File: src/rtl/teclado_clave_pkg.sv
// Shared definitions for the parking keypad entry: FSM states, key codes, PIN width.
package teclado_clave_pkg;

  typedef enum logic [1:0] {
    IDLE    = 2'd0,
    COLLECT = 2'd1,
    PRESENT = 2'd2,
    LOCKED  = 2'd3
  } state_t;

  localparam logic [3:0] KEY_CLEAR = 4'hA;
  localparam logic [3:0] KEY_ENTER = 4'hB;
  localparam int unsigned PIN_W = 16;

  function automatic logic is_digit(input logic [3:0] k);
    return (k <= 4'd9);
  endfunction

endpackage

File: src/rtl/teclado_clave_timeout.sv
// Inactivity counter: counts enabled cycles since the last clear and
// saturates at TIMEOUT_CYCLES-1, flagging expiry there.
module teclado_timeout #(
  parameter int unsigned TIMEOUT_CYCLES = 1000
) (
  input  logic clk,
  input  logic rst,
  input  logic clear,
  input  logic enable,
  output logic expired
);

  localparam int unsigned CW = (TIMEOUT_CYCLES > 1) ? $clog2(TIMEOUT_CYCLES) : 1;
  localparam logic [CW-1:0] LAST = CW'(TIMEOUT_CYCLES - 1);

  logic [CW-1:0] cnt;

  always_ff @(posedge clk or negedge rst) begin
    if (!rst) begin
      cnt <= '0;
    end else if (clear) begin
      cnt <= '0;
    end else if (enable && (cnt != LAST)) begin
      cnt <= cnt + 1'b1;
    end
  end

  assign expired = (cnt == LAST);

endmodule

File: src/rtl/teclado_clave.sv
// Four-digit keypad PIN entry with CLEAR/ENTER handling, inactivity timeout,
// vehicle-presence gating and alarm lockout.
module teclado_clave
  import teclado_clave_pkg::*;
#(
  parameter int unsigned TIMEOUT_CYCLES = 1000
) (
  input  logic             clk,
  input  logic             rst,
  input  logic             key_valid,
  input  logic [3:0]       key_code,
  input  logic             sensor_vehicule,
  input  logic             alarm_blocked,
  output logic [PIN_W-1:0] password_input,
  output logic             password_valid,
  output logic             entry_error,
  output logic [2:0]       digit_count
);

  state_t           state;
  logic [PIN_W-1:0] pin_buf;
  logic             key_digit;
  logic             key_accept;
  logic             to_clear;
  logic             to_enable;
  logic             to_expired;

  assign key_digit  = key_valid && is_digit(key_code);
  assign key_accept = (key_digit && (digit_count < 3'd4)) ||
                      (key_valid && ((key_code == KEY_CLEAR) || (key_code == KEY_ENTER)));

  assign to_enable = (state == COLLECT);
  assign to_clear  = (state != COLLECT) || key_accept;

  teclado_timeout #(
    .TIMEOUT_CYCLES(TIMEOUT_CYCLES)
  ) u_timeout (
    .clk    (clk),
    .rst    (rst),
    .clear  (to_clear),
    .enable (to_enable),
    .expired(to_expired)
  );

  always_ff @(posedge clk or negedge rst) begin
    if (!rst) begin
      state          <= IDLE;
      pin_buf        <= '0;
      digit_count    <= '0;
      password_input <= '0;
      password_valid <= 1'b0;
      entry_error    <= 1'b0;
    end else begin
      password_valid <= 1'b0;
      entry_error    <= 1'b0;
      if (alarm_blocked) begin
        state       <= LOCKED;
        pin_buf     <= '0;
        digit_count <= '0;
      end else begin
        case (state)
          IDLE: begin
            if (key_digit && sensor_vehicule) begin
              pin_buf     <= {{(PIN_W-4){1'b0}}, key_code};
              digit_count <= 3'd1;
              state       <= COLLECT;
            end
          end
          COLLECT: begin
            if (!sensor_vehicule) begin
              pin_buf     <= '0;
              digit_count <= '0;
              state       <= IDLE;
            end else if (key_digit && (digit_count < 3'd4)) begin
              pin_buf     <= {pin_buf[PIN_W-5:0], key_code};
              digit_count <= digit_count + 3'd1;
            end else if (key_valid && (key_code == KEY_CLEAR)) begin
              pin_buf     <= '0;
              digit_count <= '0;
              state       <= IDLE;
            end else if (key_valid && (key_code == KEY_ENTER)) begin
              if (digit_count == 3'd4) begin
                password_input <= pin_buf;
                password_valid <= 1'b1;
                state          <= PRESENT;
              end else begin
                entry_error <= 1'b1;
                pin_buf     <= '0;
                digit_count <= '0;
                state       <= IDLE;
              end
            end else if (to_expired) begin
              // Ignored keys fall through here so they cannot stave off the timeout.
              entry_error <= 1'b1;
              pin_buf     <= '0;
              digit_count <= '0;
              state       <= IDLE;
            end
          end
          PRESENT: begin
            if (!sensor_vehicule) begin
              pin_buf     <= '0;
              digit_count <= '0;
              state       <= IDLE;
            end else if (key_digit) begin
              pin_buf     <= {{(PIN_W-4){1'b0}}, key_code};
              digit_count <= 3'd1;
              state       <= COLLECT;
            end
          end
          LOCKED: begin
            state <= IDLE;
          end
          default: begin
            state <= IDLE;
          end
        endcase
      end
    end
  end

endmodule

File: config.mk
export PLATFORM = sky130hd
export DESIGN_NAME = teclado_clave
export DESIGN_NICKNAME = d
export VERILOG_FILES = /design/src/rtl/teclado_clave_pkg.sv /design/src/rtl/teclado_clave_timeout.sv /design/src/rtl/teclado_clave.sv
export SDC_FILE = /design/constraint.sdc
export NUM_CORES = 1
export LEC_CHECK = 0
export BUFFER_PORTS_ARGS = -buffer_cell sky130_fd_sc_hd__buf_2
export CAP_MARGIN = 0
export CORE_MARGIN = 2
export CORE_UTILIZATION = 40
export DETAILED_ROUTE_END_ITERATION = 6
export SKIP_CTS_REPAIR_TIMING = 1
export SLEW_MARGIN = 15
export SYNTH_ARGS = -nofsm -noshare
export SYNTH_HDL_FRONTEND = slang
export SYNTH_SLANG_ARGS = --single-unit
File: constraint.sdc
create_clock -name clk -period 2.25 [get_ports clk]
set_input_delay 0.225 -clock clk [delete_from_list [all_inputs] [get_ports clk]]
set_output_delay 0.225 -clock clk [all_outputs]
set_load 0.02 [all_outputs]
## Yosys cells after proc, flatten, opt, wreduce, memory -nomap -nowiden

Index checks and enable logic that the tools add are counted.
W data, S select, Z words.

- Add/sub/neg operators: 2
- Multiply operators: 0
- Div/mod/pow operators: 0
- $lt $le $gt $ge: 2
- Equal/unequal tests: 15
- Shift-type cells: 0
- Multiplexer cells: 50
- Bitwise operators: 3
- Reduce and logical (&&, ||, !) cells: 16

Operator list:

| cell | count |
|---|---|
| $mux W16 | 10 |
| $pmux W16 S3 | 1 |
| $mux W3 | 10 |
| $mux W10 | 2 |
| $mux W2 | 10 |
| $mux W1 | 15 |
| $ne A7 B7 Y1 const B | 2 |
| $add A10 B1 Y10 const B | 1 |
| $eq A10 B10 Y1 const B | 1 |
| $ne A10 B10 Y1 const B | 1 |
| $pmux W3 S3 | 1 |
| $eq A4 B4 Y1 const B | 2 |
| $ne A4 B4 Y1 const B | 2 |
| $pmux W2 S4 | 1 |
| $logic_and A1 B1 Y1 | 7 |
| $reduce_and A7 Y1 | 1 |
| $ne A6 B6 Y1 const B | 1 |
| $reduce_and A5 Y1 | 1 |
| $eq A2 B2 Y1 const B | 2 |
| $le A4 B4 Y1 const B | 1 |
| $reduce_and A4 Y1 | 1 |
| $reduce_bool A4 Y1 | 1 |
| $add A3 B1 Y3 const B | 1 |
| $eq A3 B3 Y1 const B | 1 |
| 8 further kinds | 12 |

- Register bits: 49
- Bits in latches: 0
- RAM bits: 0
- ROM bits: 0
- Bits of input ports: 9
- Output and inout bits: 21
- Logic and storage cells: 95
- Memories kept: 0

## Logic depth before layout (Yosys ltp)

Gate-level depths: netlist of run 1.

- Depth after elaboration: 8
- Depth in mapped cells: 8
- Gate-level depth less buffers: 6

## Hierarchy

From an unflattened synthesis of run 1, not the netlist that was laid out.

- Cell total of the unflattened synthesis: 190
- Area, all modules: 2312.2 µm²

Modules (own cells, without submodules):

| module | instances | cells each | area an instance (µm²) | seq. area each (µm²) |
|---|---|---|---|---|
| teclado_clave | 1 | 132 | 1767.9 | 975.9 |
| teclado_timeout | 1 | 58 | 544.3 | 250.2 |

## Least setup slack after synthesis of run 1

No wires, ideal clock.

- Path type: register to register
- Start point: reg state[1]
- End point: reg password_input[10]
- Setup time: 125 ps
- Arrival time: 1702 ps
- Required time: 2125 ps
- Path slack: 423 ps
- Stages on the path, launching flop included: 9
- Path buffers: 3
- Period minus slack after synthesis: 1827 ps
- Cells stage by stage: dfrtp_1 -> inv_1 -> ha_1 -> buf_2 -> and3b_4 -> and3_1 -> buf_6 -> buf_6 -> mux2_4

- Word-level cells in the longest chain between the ends: 2

Ends and longest elaborated chain:

| what | line | source |
|---|---|---|
| start, declared | teclado_clave.sv:20 | `state_t state;` |
| start signal, assigned | teclado_clave.sv:47 | `state <= IDLE;` |
| start signal, assigned | teclado_clave.sv:57 | `state <= LOCKED;` |
| start signal, assigned | teclado_clave.sv:66 | `state <= COLLECT;` |
| $eq A2 B1 Y1 | teclado_clave.sv:61 | `case (state)` |
| $reduce_and A7 Y1 (no source line) | -- |  |
| end signal, assigned | teclado_clave.sv:83 | `password_input <= pin_buf;` |
| end, declared | teclado_clave.sv:14 | `output logic [PIN_W-1:0] password_input,` |

Every way passes these cells.
A chain may end at the register's enable or synchronous reset.

## Final worst setup path of run 1

- Start point: reg state[1]
- End point: reg pin_buf[0]

- Word-level cells in the longest chain between the ends: 3
- Elaborated cells between the ends (all ways): 11
- Those cells by class: eq/ne (6); mux (2); reduce/logical (3)

Ends and longest elaborated chain:

| what | line | source |
|---|---|---|
| $eq A2 B1 Y1 (tied with other cells) | teclado_clave.sv:61 |  |
| $ne A7 B7 Y1 (no source line) (tied with other cells) | -- |  |
| $reduce_and A5 Y1 (no source line) or $mux W16 (tied branches) | -- |  |
| end signal, assigned | teclado_clave.sv:64 | `pin_buf <= {{(PIN_W-4){1'b0}}, key_code};` |
| end signal, assigned | teclado_clave.sv:75 | `pin_buf <= {pin_buf[PIN_W-5:0], key_code};` |
| end signal, assigned | teclado_clave.sv:106 | `pin_buf <= {{(PIN_W-4){1'b0}}, key_code};` |
| end, declared | teclado_clave.sv:21 | `logic [PIN_W-1:0] pin_buf;` |

Several ways; a longest one is shown, not always the timed one.

==> impl_metrics.tcl, run 1 <==
set metrics [dict create \
    outcome "finished, final reports clean" \
    p_sw_mw 0.519 \
    drc 0 \
    synth_flop_cell "dfrtp_1" \
    vias_per_cell 5.38 \
    io_pins 30 \
    hold_class "input port to flop" \
    final-hold-violation-count 0 \
    powerDensity_nw_per_um2 659 \
    fin_util_pct 48.1 \
    grt_max_degree 24 \
    synth_edf_count 0 \
    syn-instance-count 189 \
    rows 27 \
    endpoint_kind "flop" \
    power_frac_clock_pct 29.1 \
    n_antenna_cell 0 \
    placedCellCount 290 \
    p_sw_share_pct 29.2 \
    grt_pass1_vias 1635 \
    die_w_um 80.8 \
    drive_gt1_share_pct 29.5 \
    path_delay_family "compound AO/OA/AOI/OAI gates" \
    dr_total_vias 1610 \
    crit_type "flop to flop" \
    maxSlewHeadroom_pct 56.6 \
    clkSlewWorstSetupHoldPaths_ns 0.09 \
    nets 241 \
    insertion_delay_ns 0.29 \
    design_area_um2 2700 \
    portBuffers 29 \
    netlist_area_um2 2360 \
    wl_per_cell_um 15.1 \
    h-tree-depth 2 \
    finalCritPeriodShare_pct 85.6 \
    required_ns 2.47 \
    antenna_found_initial 0 \
    cts_root_buf "clkbuf_8" \
    worst_clock_skew_ns 0.00811 \
    slew_violations 0 \
    fin_setup_tns_ns 0 \
    crit_arrival_ns 2.15 \
    final_antenna_net_count 0 \
    crit_chain "inv_1, ha_1, buf_4, nand3b_1, o32ai_1, nand2_1, mux2i_1" \
    p_seq_share_pct 53.7 \
    min_period_ns 1.93 \
    crit_fanout 7 \
    max_freq_mhz 519 \
    die_h_um 80.8 \
    crit_buf_inv 2 \
    numClockSinks 49 \
    layout_commonest_cell "dfrtp_1" \
    synth_nets 204 \
    routed_wl_um 4500 \
    dpl.hpwl_um 3230 \
    tightest_slew_ns 0.650 \
    max_stage_delay_ns 0.59 \
    yosys_warnings 0 \
    grt_pass1_wl_um 7880 \
    rsz0062_at_grt "false" \
    irDropWorstVdd_uv 386 \
    ys_types 49 \
    cap_viol_max_count 0 \
    critPathLaunchType "flop" \
    layout.cells.most_common_list "49 x dfrtp_1, 29 x buf_2, 14 x a22o_1, 13 x nand2_1, 10 x inv_1" \
    grtUsageTotal_pct 15.5 \
    instances_no_fill 299 \
    numCtsBuffers 5 \
    dr.pass1.iters 4 \
    die-area_um2 6520 \
    areaGrowthSynthToFinish_pct 14.3 \
    ys_async_sr_fraction_pct 100 \
    avgSynthCellArea_um2 12.5 \
    cts_buffer_depth 2 \
    setup_viol 0 \
    ys_seq_area_share_pct 52.0 \
    p_leak_nw 1.31 \
    placed_area_um2 2600 \
    grt.overflow.total 0 \
    place_congestion 0.871 \
    initial_utilization_pct 42.0 \
    intPower_mw 1.26 \
    drt_iter0_markers 74 \
    core-area_um2 5610 \
    cts_tree "built" \
    slowest_stage "o32ai_1" \
    ys_ff_latch 49 \
    combPwrFrac_pct 17.2 \
]
==> cells in the mapped netlist, drive strengths merged, types with 2 or more instances <==
library cell  instances  area [um2]
nand3                 5        25.0
nor2                  7        28.8
o311ai                4        42.6
or3                   5        31.3
o31ai                 2        28.8
nand3b                2        15.0
a21oi                 6        30.0
xor2                  2        17.5
ha                    6        75.1
a31oi                 2        18.8
o21ai                 7        38.8
dfrtp                49        1230
a22o                 14         123
xnor2                 2        17.5
nand4b                2        32.5
nand2                13        48.8
mux2i                 7        70.1
and3                  3        18.8
nand4                 2        12.5
buf                   5        43.8
mux2                 16         214
inv                  10        37.5
==> through the flow <==
| stage | hold slack (ns) | power [mW] | setup WS (ns) |
|---|---|---|---|
| after global placement | 0.235 | 1.28 | 0.353 |
| after detailed placement | 0.237 | 1.28 | 0.347 |
| after CTS | -0.0848 | 1.80 | 0.323 |
| after floorplan | -0.0706 | 1.19 | 0.423 |
| after global routing | 0.200 | 1.89 | 0.153 |
| final | 0.206 | 1.78 | 0.324 |
==> registers in the layout, summed over array words and instances (netlist names) <==
name / flops
digit_count: 3
entry_error: 1
password_input: 16
password_valid: 1
pin_buf: 16
state: 2
u_timeout.cnt: 10
==> cell families after synthesis <==
family / after synthesis / share of synthesized area [%]
flip-flops: 49 / 52.0
AND/OR/NAND/NOR: 47 / 11.8
AO/OA/AOI/OAI: 45 / 16.0
multiplexers: 23 / 12.0
buffers and inverters: 15 / 3.45
adder cells (fa/ha/maj): 6 / 3.18
XOR/XNOR: 4 / 1.49
==> layer usage <==
| layer | GRT usage (%) | vias up | wire [um] |
|---|---|---|---|
| li1 | - | 773 | - |
| met1 | 21.7 | 796 | 2180 |
| met2 | 24.6 | 35 | 2100 |
| met3 | 3.00 | 6 | 170 |
| met4 | 4.41 | 0 | 51 |
| met5 | 0 | - | 0 |
==> final timing paths <==
check                                          startpoint                              to  slack (ns)  depth (start not counted)
setup / recovery                     state[1]$_DFFE_PN0P_          pin_buf[0]$_DFFE_PN0P_        0.32                          7
setup reg to reg                     state[1]$_DFFE_PN0P_          pin_buf[0]$_DFFE_PN0P_        0.32                          7
min in group asynchronous                             rst            state[0]$_DFFE_PN0P_        0.43                          2
hold / removal                                key_code[3]          pin_buf[3]$_DFFE_PN0P_        0.21                          3
hold reg to reg            password_input[12]$_DFFE_PN0P_  password_input[12]$_DFFE_PN0P_        0.51                          1
max in group asynchronous                             rst          pin_buf[7]$_DFFE_PN0P_        1.21                          3
==> tightest hold or removal path, cell delays in order <==
cell and delay (ns):
buf_2 0.13, nand2_1 0.06, mux2i_1 0.05
==> power by group through the flow <==
stage / combinational (mW) / sequential [mW] / clock (mW)
final: 0.306 / 0.953 / 0.516
after global routing: 0.348 / 0.960 / 0.579
after CTS: 0.311 / 0.954 / 0.535
after detailed placement: 0.310 / 0.971 / 0
after global placement: 0.307 / 0.971 / 0
after floorplan: 0.216 / 0.971 / 0
==> cell type report <==
cell class	instances	area (um2)
Tap cell	72	90.1
Inverter	10	37.5
Fill cell	537	2910
Clock inverter	2	13.8
Multi-Input combinational cell	125	1050
Timing Repair Buffer	35	205
Sequential cell	49	1230
Clock buffer	6	72.6
Note: power is estimated with default switching activity, not from simulation.
==> inputs of run 2 (changes only) <==
--- a/config.mk
+++ b/config.mk
@@ -10,6 +10,8 @@
 export CORE_MARGIN = 2
 export CORE_UTILIZATION = 40
 export DETAILED_ROUTE_END_ITERATION = 6
+export PLACE_DENSITY = 0.71
+export REMOVE_ABC_BUFFERS = 1
 export SKIP_CTS_REPAIR_TIMING = 1
 export SLEW_MARGIN = 15
 export SYNTH_ARGS = -nofsm -noshare
==> impl_metrics.tcl, run 2 (same netlist as run 1, synthesis figures left out) <==
set metrics [dict create \
    outcome "finished, final reports clean" \
    powerDensity_nw_per_um2 665 \
    n_antenna_cell 0 \
    antenna_found_initial 0 \
    tightest_slew_ns 0.631 \
    final_antenna_net_count 0 \
    crit_chain "inv_1, ha_1, and3b_4, nand3_1, nor2_2, a22o_1" \
    hold_class "input port to flop" \
    dpl.hpwl_um 3090 \
    dr_total_vias 1631 \
    cap_viol_max_count 0 \
    h-tree-depth 2 \
    areaGrowthSynthToFinish_pct 13.2 \
    cts_buffer_depth 2 \
    slew_violations 0 \
    p_leak_nw 1.30 \
    max_freq_mhz 486 \
    insertion_delay_ns 0.31 \
    critPathLaunchType "flop" \
    vias_per_cell 5.49 \
    finalCritPeriodShare_pct 91.4 \
    drive_gt1_share_pct 28.9 \
    cts_tree "built" \
    grt.overflow.total 0 \
    reg_top3 "password_input (16), pin_buf (16), u_timeout.cnt (10)" \
    wl_per_cell_um 14.7 \
    die-area_um2 6520 \
    die_w_um 80.8 \
    crit_arrival_ns 2.30 \
    grt_max_degree 26 \
    grt_pass1_wl_um 7410 \
    rows 27 \
    clkSlewWorstSetupHoldPaths_ns 0.09 \
    place_congestion 0.809 \
    numClockSinks 49 \
    crit_fanout 14 \
    cts_root_buf "clkbuf_8" \
    core-area_um2 5610 \
    rsz0062_at_grt "false" \
    dr.pass1.iters 5 \
    crit_buf_inv 1 \
    crit_type "flop to flop" \
    fin_setup_tns_ns 0 \
    layout_commonest_cell "dfrtp_1" \
    portBuffers 29 \
    grtUsageTotal_pct 14.8 \
    path_delay_family "simple AND/OR/NAND/NOR gates" \
    maxSlewHeadroom_pct 57.3 \
    min_period_ns 2.06 \
    drc 0 \
    slowest_stage "nor2_2" \
    routed_wl_um 4360 \
    die_h_um 80.8 \
    drt_iter0_markers 99 \
    endpoint_kind "flop" \
    required_ns 2.49 \
    final-hold-violation-count 0 \
    io_pins 30 \
    max_stage_delay_ns 0.49 \
    grt_pass1_vias 1609 \
    fin_util_pct 47.6 \
    nets 239 \
    numCtsBuffers 5 \
    setup_viol 0 \
    worst_clock_skew_ns 0.00781 \
    initial_utilization_pct 42.0 \
    irDropWorstVdd_uv 377 \
    layout.cells.most_common_list "49 x dfrtp_1, 29 x buf_2, 14 x a22o_1, 13 x nand2_1, 10 x inv_1" \
]
[run 2: changes by cell type in the layout (fill, tap and decap cells not counted)]
cell | previous run | this run
buf_12 | 1 | 0
buf_4 | 4 | 3
[run 2: final cells by class]
class | instances | area [um2]
clock buffer | 6 | 72.6
clock inverter | 2 | 13.8
fill | 516 | 2940
inverter | 10 | 37.5
multi-input combinational | 125 | 1050
sequential | 49 | 1230
tap | 72 | 90.1
timing repair buffer | 33 | 178
[run 2: where the power goes]
| group | switching [mW] | internal, mW | leakage, nW |
|---|---|---|---|
| clock | 0.296 | 0.222 | 0.0456 |
| combinational | 0.191 | 0.111 | 0.578 |
| sequential | 0.0359 | 0.920 | 0.676 |
| total | 0.522 | 1.25 | 1.30 |
[run 2: stage by stage]
step                hold WS (ns)  setup slack (ns)  instances  power [mW]  cell area [um2]
floorplan                -0.0706             0.132        184        1.17             2310
global placement           0.245             0.299        288        1.26             2570
detailed placement         0.244             0.237        288        1.27             2570
CTS                      -0.0950             0.229        296        1.80             2660
global route               0.196            0.0285        297        1.88             2670
finish                     0.169             0.194        297        1.78             2670
[run 2: worst paths after layout]
kind / from / to / slack, ns / cells past startpoint
worst max-delay path: state[1]$_DFFE_PN0P_ / pin_buf[10]$_DFFE_PN0P_ / 0.19 / 6
worst min-delay path: key_code[0] / pin_buf[0]$_DFFE_PN0P_ / 0.17 / 3
worst max register to register: state[1]$_DFFE_PN0P_ / pin_buf[10]$_DFFE_PN0P_ / 0.19 / 6
worst min register to register: pin_buf[13]$_DFFE_PN0P_ / pin_buf[13]$_DFFE_PN0P_ / 0.50 / 1
max in group asynchronous: rst / u_timeout.cnt[7]$_DFFE_PN0P_ / 1.21 / 3
min in group asynchronous: rst / pin_buf[7]$_DFFE_PN0P_ / 0.43 / 2
[run 2: layer usage]
layer	vias to the layer above	track usage [%]	wire [um]
met5	-	0	0
met4	0	7.97	123
met3	14	3.33	217
met2	46	22.7	2000
met1	802	19.5	2010
li1	769	-	-
[run 2: worst min-delay path, stage by stage]
cell	delay, ns
buf_2	0.11
nand2_1	0.05
mux2i_1	0.05
==> inputs of run 3 (changes only) <==
--- a/config.mk
+++ b/config.mk
@@ -5,6 +5,7 @@
 export SDC_FILE = /design/constraint.sdc
 export NUM_CORES = 1
 export LEC_CHECK = 0
+export ABC_AREA = 1
 export BUFFER_PORTS_ARGS = -buffer_cell sky130_fd_sc_hd__buf_2
 export CAP_MARGIN = 0
 export CORE_MARGIN = 2
==> impl_metrics.tcl, run 3 <==
set metrics [dict create \
    outcome "finished, final reports clean" \
    final-hold-violation-count 0 \
    reg2reg_depth 8 \
    p_leak_nw 1.49 \
    numCtsBuffers 5 \
    worst_clock_skew_ns 0.00573 \
    dr_total_vias 1778 \
    rsz0062_at_grt "false" \
    slew_violations 0 \
    grtUsageTotal_pct 14.7 \
    grt_pass1_vias 1686 \
    die-area_um2 6450 \
    avgSynthCellArea_um2 8.41 \
    required_ns 2.48 \
    fin_util_pct 47.1 \
    synth_flop_cell "dfrtp_1" \
    layout_commonest_cell "nand2_1" \
    drc 0 \
    crit_chain "inv_1, ha_1, nand2_1, nor2_4, nand4_2, nor2_2, nand2_1, nand2_1" \
    cts_root_buf "clkbuf_8" \
    crit_type "flop to flop" \
    min_period_ns 1.88 \
    maxSlewHeadroom_pct 59.8 \
    vias_per_cell 4.65 \
    crit_arrival_ns 2.11 \
    setup_viol 0 \
    reg_top3 "password_input (16), pin_buf (16), u_timeout.cnt (10)" \
    endpoint_kind "flop" \
    n_antenna_cell 0 \
    max_stage_delay_ns 0.47 \
    powerDensity_nw_per_um2 754 \
    io_pins 30 \
    tightest_slew_ns 0.603 \
    nets 324 \
    yosys.area.top_type_share_pct 52.7 \
    power_frac_clock_pct 25.3 \
    grt.overflow.total 0 \
    finalCritPeriodShare_pct 83.6 \
    ys_ff_latch 49 \
    place_congestion 0.773 \
    combPwrFrac_pct 24.1 \
    portBuffers 29 \
    fin_setup_tns_ns 0 \
    synth.most_common_cell "nand2_1" \
    p_sw_mw 0.662 \
    crit_fanout 14 \
    areaGrowthSynthToFinish_pct 12.7 \
    p_sw_share_pct 33.4 \
    r2r_start "state[1]$_DFFE_PN0P_" \
    grt_pass1_wl_um 7450 \
    insertion_delay_ns 0.29 \
    grt_max_degree 50 \
    die_h_um 80.3 \
    drive_gt1_share_pct 19.7 \
    core-area_um2 5570 \
    die_w_um 80.3 \
    wl_per_cell_um 11.0 \
    synth_top_cell_by_area "dfrtp_1" \
    ys_async_sr_fraction_pct 100 \
    max_freq_mhz 532 \
    intPower_mw 1.32 \
    p_seq_share_pct 50.6 \
    crit_start "state[1]$_DFFE_PN0P_" \
    instances_no_fill 382 \
    cap_viol_max_count 0 \
    numClockSinks 49 \
    netlist_area_um2 2330 \
    rows 27 \
    antenna_found_initial 0 \
    final_antenna_net_count 0 \
    yosys_warnings 0 \
    dr.pass1.iters 4 \
    path_common_cell "nand2_1" \
    dpl.hpwl_um 3030 \
    ys_seq_area_share_pct 52.7 \
    drt_iter0_markers 74 \
    critPathLaunchType "flop" \
    synthTopCellsByArea "dfrtp_1 53%, nand2_1 19%, ha_1 3.2%" \
    hold_class "input port to asynchronous set/reset pin" \
    initial_utilization_pct 41.8 \
    ys_types 32 \
    fillers 569 \
    synthTopCellsByCount "117 x nand2_1, 49 x dfrtp_1, 17 x nor2_1" \
    cts_buffer_depth 2 \
    synth_edf_count 0 \
    layout.cells.most_common_list "117 x nand2_1, 49 x dfrtp_1, 29 x buf_2, 17 x nor2_1, 16 x inv_1" \
    cts_tree "built" \
    clkSlewWorstSetupHoldPaths_ns 0.08 \
    fin_total_pwr_mw 1.98 \
    syn-instance-count 277 \
    irDropWorstVdd_uv 369 \
    placedCellCount 374 \
    slowest_stage "nor2_2" \
    h-tree-depth 2 \
    routed_wl_um 4210 \
]
[run 3: changes by cell type in the layout (fill, tap and decap cells not counted), moves of 9 or more]
| cell | change |
|---|---|
| nand2_2 | +11 |
| nand2_1 | +104 |
| mux2_4 | -9 |
| nor2_1 | +11 |
| a22o_1 | -14 |
[run 3: path summary, 6_finish.rpt]
path,slack (ns),end
worst max-delay path,0.37,pin_buf[4]$_DFFE_PN0P_
worst min-delay path,0.01,state[0]$_DFFE_PN0P_
worst max register to register,0.37,pin_buf[4]$_DFFE_PN0P_
worst min register to register,0.48,password_input[13]$_DFFE_PN0P_
max in group asynchronous,1.83,u_timeout.cnt[2]$_DFFE_PN0P_
min in group clk,0.28,entry_error$_DFF_PN0_
[run 3: power groups by stage]
stage	combinational [mW]	clock (mW)	sequential (mW)
after floorplan	0.353	0	1.02
after global placement	0.479	0	1.02
after detailed placement	0.483	0	1.02
after CTS	0.486	0.519	1.00
after global routing	0.547	0.564	1.01
final	0.477	0.500	1.00
[run 3: through the flow]
step                hold slack (ns)  cell area (um2)  setup slack (ns)
floorplan                   -0.0706             2300             0.655
global placement              0.363             2540             0.441
detailed placement            0.365             2540             0.364
CTS                          0.0361             2630             0.345
global route                 0.0832             2630            0.0865
finish                       0.0107             2630             0.369
[run 3: cell type report]
cell class	count	area (um2)	area share, %
Inverter	19	71.3	2.72
Timing Repair Buffer	30	153	5.82
Sequential cell	49	1230	46.7
Multi-Input combinational cell	204	998	38.0
Tap cell	72	90.1	3.43
Clock buffer	6	72.6	2.76
Clock inverter	2	13.8	0.524
[run 3: routing by layer]
layer | track usage, % | vias to the layer above | share of wire (%)
met3 | 3.37 | 2 | 3.9
met2 | 23.8 | 36 | 45
met5 | 0 | - | 0
li1 | - | 933 | -
met1 | 19.6 | 807 | 51
met4 | 4.58 | 0 | 0.81
[run 3: kinds of logic after synthesis]
kind of cell,share of synthesized area (%)
xor gates and xnor gates,0.752
DFF,52.7
and+or+nand+nor,33.5
buffers and inverters,4.46
AOI/OAI and AO/OA,5.43
adders and majority gates,3.22
[run 3: worst max-delay path, delay by kind of cell, from the launching register on]
family                   cells  cell delay, ns
flip-flops                   1            0.39
buffers and inverters        1            0.10
adder cells (fa/ha/maj)      1            0.20
AND/OR/NAND/NOR              6            1.14
